$ cat config.mk
export PLATFORM = sky130hd
export DESIGN_NAME = servo_pwm_capture
export DESIGN_NICKNAME = d
export VERILOG_FILES = /design/src/rtl/servo_pwm_capture.sv
export SDC_FILE = /design/constraint.sdc
export NUM_CORES = 1
export LEC_CHECK = 0
export BUFFER_PORTS_ARGS = -buffer_cell sky130_fd_sc_hd__buf_4
export CORE_MARGIN = 5
export CORE_UTILIZATION = 30
export CTS_CLUSTER_DIAMETER = 50
export DETAILED_ROUTE_END_ITERATION = 16
export GPL_TIMING_DRIVEN = 0
export SLEW_MARGIN = 20
export SYNTH_ARGS = -nofsm -noshare
export SYNTH_HDL_FRONTEND = slang
export SYNTH_SLANG_ARGS = --single-unit
$ cat constraint.sdc
create_clock -name clk -period 3.14 [get_ports clk]
set_clock_uncertainty 0.05 [all_clocks]
set_input_delay 0.471 -clock clk [delete_from_list [all_inputs] [get_ports clk]]
set_output_delay 0.471 -clock clk [all_outputs]
set_load 0.05 [all_outputs]
$ cat src/rtl/servo_pwm_capture.sv
// Servo/RC PWM receiver: synchronizes and deglitches the pad input, then
// measures high time and rising-to-rising period in clk cycles.
module servo_pwm_capture #(
  parameter int CNT_W      = 24,
  parameter int FILTER_LEN = 4,
  parameter int TIMEOUT    = 1300000
) (
  input  logic             clk,
  input  logic             reset,
  input  logic             pwm_input,
  output logic [CNT_W-1:0] period,
  output logic [CNT_W-1:0] pulse,
  output logic             valid,
  output logic             timed_out,
  output logic             level
);

  localparam int FW = (FILTER_LEN > 1) ? $clog2(FILTER_LEN) : 1;

  typedef enum logic [1:0] {IDLE, HIGH, LOW} state_t;

  logic             sync1_q, sync2_q;
  logic [FW-1:0]    fcnt_q, fcnt_d;
  logic             level_q, level_d;
  logic             level_dly_q;
  logic             rise, fall, timeout_hit;
  logic [CNT_W-1:0] cnt_q, cnt_d;
  logic [CNT_W-1:0] high_cnt_q;
  logic [CNT_W-1:0] period_q, pulse_q;
  logic             valid_q, timed_out_q;
  state_t           state_q;

  // Level flips only after FILTER_LEN consecutive disagreeing samples.
  always_comb begin
    fcnt_d  = '0;
    level_d = level_q;
    if (sync2_q != level_q) begin
      if (fcnt_q == FW'(FILTER_LEN - 1)) begin
        level_d = sync2_q;
      end else begin
        fcnt_d = fcnt_q + 1'b1;
      end
    end
  end

  always_ff @(posedge clk or posedge reset) begin
    if (reset) begin
      sync1_q     <= 1'b0;
      sync2_q     <= 1'b0;
      fcnt_q      <= '0;
      level_q     <= 1'b0;
      level_dly_q <= 1'b0;
    end else begin
      sync1_q     <= pwm_input;
      sync2_q     <= sync1_q;
      fcnt_q      <= fcnt_d;
      level_q     <= level_d;
      level_dly_q <= level_q;
    end
  end

  assign rise        = level_q & ~level_dly_q;
  assign fall        = ~level_q & level_dly_q;
  assign timeout_hit = (cnt_q >= CNT_W'(TIMEOUT));

  always_comb begin
    if (rise) begin
      cnt_d = CNT_W'(1);
    end else if (&cnt_q) begin
      cnt_d = cnt_q;
    end else begin
      cnt_d = cnt_q + 1'b1;
    end
  end

  // Edges take priority over the timeout check in the same cycle.
  always_ff @(posedge clk or posedge reset) begin
    if (reset) begin
      cnt_q       <= '0;
      high_cnt_q  <= '0;
      period_q    <= '0;
      pulse_q     <= '0;
      valid_q     <= 1'b0;
      timed_out_q <= 1'b0;
      state_q     <= IDLE;
    end else begin
      cnt_q   <= cnt_d;
      valid_q <= 1'b0;
      case (state_q)
        IDLE: begin
          if (rise) state_q <= HIGH;
        end
        HIGH: begin
          if (fall) begin
            high_cnt_q <= cnt_q;
            state_q    <= LOW;
          end else if (timeout_hit) begin
            timed_out_q <= 1'b1;
            state_q     <= IDLE;
          end
        end
        LOW: begin
          if (rise) begin
            period_q    <= cnt_q;
            pulse_q     <= high_cnt_q;
            valid_q     <= 1'b1;
            timed_out_q <= 1'b0;
            state_q     <= HIGH;
          end else if (timeout_hit) begin
            timed_out_q <= 1'b1;
            state_q     <= IDLE;
          end
        end
        default: state_q <= IDLE;
      endcase
    end
  end

  assign period    = period_q;
  assign pulse     = pulse_q;
  assign valid     = valid_q;
  assign timed_out = timed_out_q;
  assign level     = level_q;

endmodule

==> metrics.md <==
| Metric | Value |
|---|---|
| Max_cap viols | 0 |
| Critical Path RT | 3330 ps |
| GRT Util Overall | 0.122 |
| P&R area growth vs syn | 21.8% |
| Worst skew pair latency | around 350 ps |
| Worst r2r src | level$_DFFE_PP0P_ |
| Ports | 54 |
| VDD IR max | between 400 and 500 uV |
| CP delay by family, top | buffers and inverters |
| DRT iter0 DRCs | between 150 and 200 |
| Wire per inst | between 15 and 20 um |
| Routability cong. | 0.821 |
| CP max FO | 10 |
| Share of layout cells above drive strength 1 | 0.380 |
| Reg clk slew, reported paths | 70 ps |
| Synth unique cells | between 40 and 50 |
| Slowest stage cell, crit path | dfrtp_1 |
| R2R setup slack | between 800 and 900 ps |
| CP bufs+invs | 3 |
| Crit. Startpoint | level$_DFFE_PP0P_ |
| Seq/Total Area, Yosys | 0.580 |
| Most frequent cells in the layout | dfrtp_1 (106), mux2_2 (69), buf_4 (54) |
| Crit share post-route | 0.727 |
| Antenna Cells | 0 |
| Critical Path End Type | register |
| Status | complete, no violations |
| Hold slack | roughly 37 ps |
| R2R cell count | 6 |
| Final worst slack | 856 ps |
| Final hold vios | 0 |
| CP Launch Type | register |
| Largest net degree at the start of global routing | 36 |
| RSZ-0062 raised after global routing | false |
| Post-route DRC | 0 |
| Fin Setup TNS | 0 ps |
| Inst Count DP | roughly 600 |
| CTS tree | done |
| Most common cell after layout, fill and taps aside | dfrtp_1 |
| Synth Instances | 357 |
| Crit-path cells | inv_1 > nor2_1 > and2_1 > clkbuf_1 > buf_2 > mux2_2 |
| Starting Density | 0.303 |
| Non-filler cells, final | a little over 600 |
| Vias in the first global route | 3202 |
| Worst Path Arrival | about 2500 ps |
| Leak | 0.00268 uW |
| Fin. max-slew vios | 0 |
| Worst Hold Class | in2async |
| Mean post-synth cell area | between 10 and 15 sq um |
| Slew HR | 0.489 |
| Global route overflow | 0 |
| Ys async rst share | 1.00 |
| Syn Nets | 363 |
| Core box area | around 15000 sq um |
| Die area | around 18000 sq um |
| Layout Nets | 430 |
| CP peak stage delay | 450 ps |
| Worst setup path class | reg2reg |
| Port Buf Inserts | 53 |
| Hold buffers post-CTS | 0 |
| Synth Flop Type | dfrtp_1 |
| Clock Path Buffers | 2 |
| Clock Sinks | 106 |
| Die width | 133 um |
| Cell area after synthesis | approximately 4600 sq um |
| Die height | 133 um |
| Postcts setup bufs | 0 |
| Routed Antenna Nets | 0 |
| Routed via count | slightly above 3000 |
| Global-route wire length before repair | around 17 mm |
| Worst Tran Pin Value | 761 ps |
| CTS buffer count | 9 |
| Synth Register Bits | between 100 and 150 |
| Row count | 45 |
| Setup WS pre-CTS | approximately 830 ps |
| EDFF count, synth | 0 |
| Count of final setup violators | 0 |
| Drt first pass iters | 4 |
| Crit path time final | between 2000 and 2500 ps |
| CTS root buf | clkbuf_16 |
| Initial antenna violation count | 0 |
| FILL cells | 1462 |
| Final HPWL DP | approximately 7.3 mm |
| Fmax | between 400 and 500 MHz |
| Reg2Reg Capture Point | period[2]$_DFFE_PP0P_ |
| Post-CTS sizing | 0 |
| Via-to-Cell Ratio | 4.96 |
| DRT Wirelength | just over 10 mm |
| CTS H-tree lvls | 3 |
| Ys Warns | 0 |
| Cell Pwr Density | about 640 nW/um^2 |
## layout make-up
cell class	instances	area, sq um	area share
sequential	106	2650	0.476
multi-input combinational	219	1760	0.316
timing repair buffer	56	458	0.0822
tap	188	235	0.0422
clock buffer	9	225	0.0404
buffer	25	135	0.0243
clock inverter	7	76.3	0.0137
inverter	7	30.0	0.00539
## how the worst max path moves through the flow
stage                            end  slack [ps]  cells past startpoint
6_report       period[2]$_DFFE_PP0P_         860                      6
5_1_grt        period[1]$_DFFE_PP0P_         660                      6
4_1_cts        pulse[20]$_DFFE_PP0P_         810                      6
3_5_place_dp   period[2]$_DFFE_PP0P_         830                      6
3_3_place_gp         valid$_DFF_PP0_         680                      2
2_1_floorplan  pulse[12]$_DFFE_PP0P_        1060                      6
## flip-flops by register name (all words and copies together) (netlist names)
name         flops
cnt_q           24
fcnt_q           2
high_cnt_q      24
level            1
level_dly_q      1
period          24
pulse           24
state_q          2
sync1_q          1
sync2_q          1
timed_out        1
valid            1
## Yosys cell counts, types with 8 or more instances
cell	instances	area share
mux2_2	69	0.17
nand2_1	20	0.016
nand3_1	9	0.0099
buf_2	12	0.013
dfrtp_1	106	0.58
nand2b_1	8	0.011
a21oi_1	20	0.022
## per-stage QoR
stage | utilization | power, uW | area [sq um]
floorplan | - | 2210 | 4580
global placement | 0.345 | 2440 | 5210
detailed placement | 0.349 | 2480 | 5270
CTS | 0.369 | 3650 | 5570
global route | 0.369 | 3770 | 5570
finish | 0.369 | 3580 | 5570
## logic make-up after synthesis
group | after synthesis | synth area share
simple gates | 84 | 0.111
mux | 79 | 0.193
flops | 106 | 0.580
fa+ha+maj | 3 | 0.00821
xor+xnor | 1 | 0.00192
buf+inv | 32 | 0.0353
compound gates | 52 | 0.0709
## power by group
part / internal (uW) / leakage, uW / switching, uW
Sequential: 1510 / 0.00145 / 118
Combinational: 296 / 0.00108 / 516
Clock: 624 / 0.000142 / 519
## routing by layer
| layer | vias up | track usage | routed length (um) |
|---|---|---|---|
| li1 | 1431 | - | - |
| met1 | 1525 | 0.163 | 4870 |
| met2 | 84 | 0.185 | 4700 |
| met3 | 22 | 0.0336 | 444 |
| met4 | 0 | 0.0537 | 271 |
| met5 | - | 0 | 0 |
No activity file was read; power rests on OpenSTA's default activity.
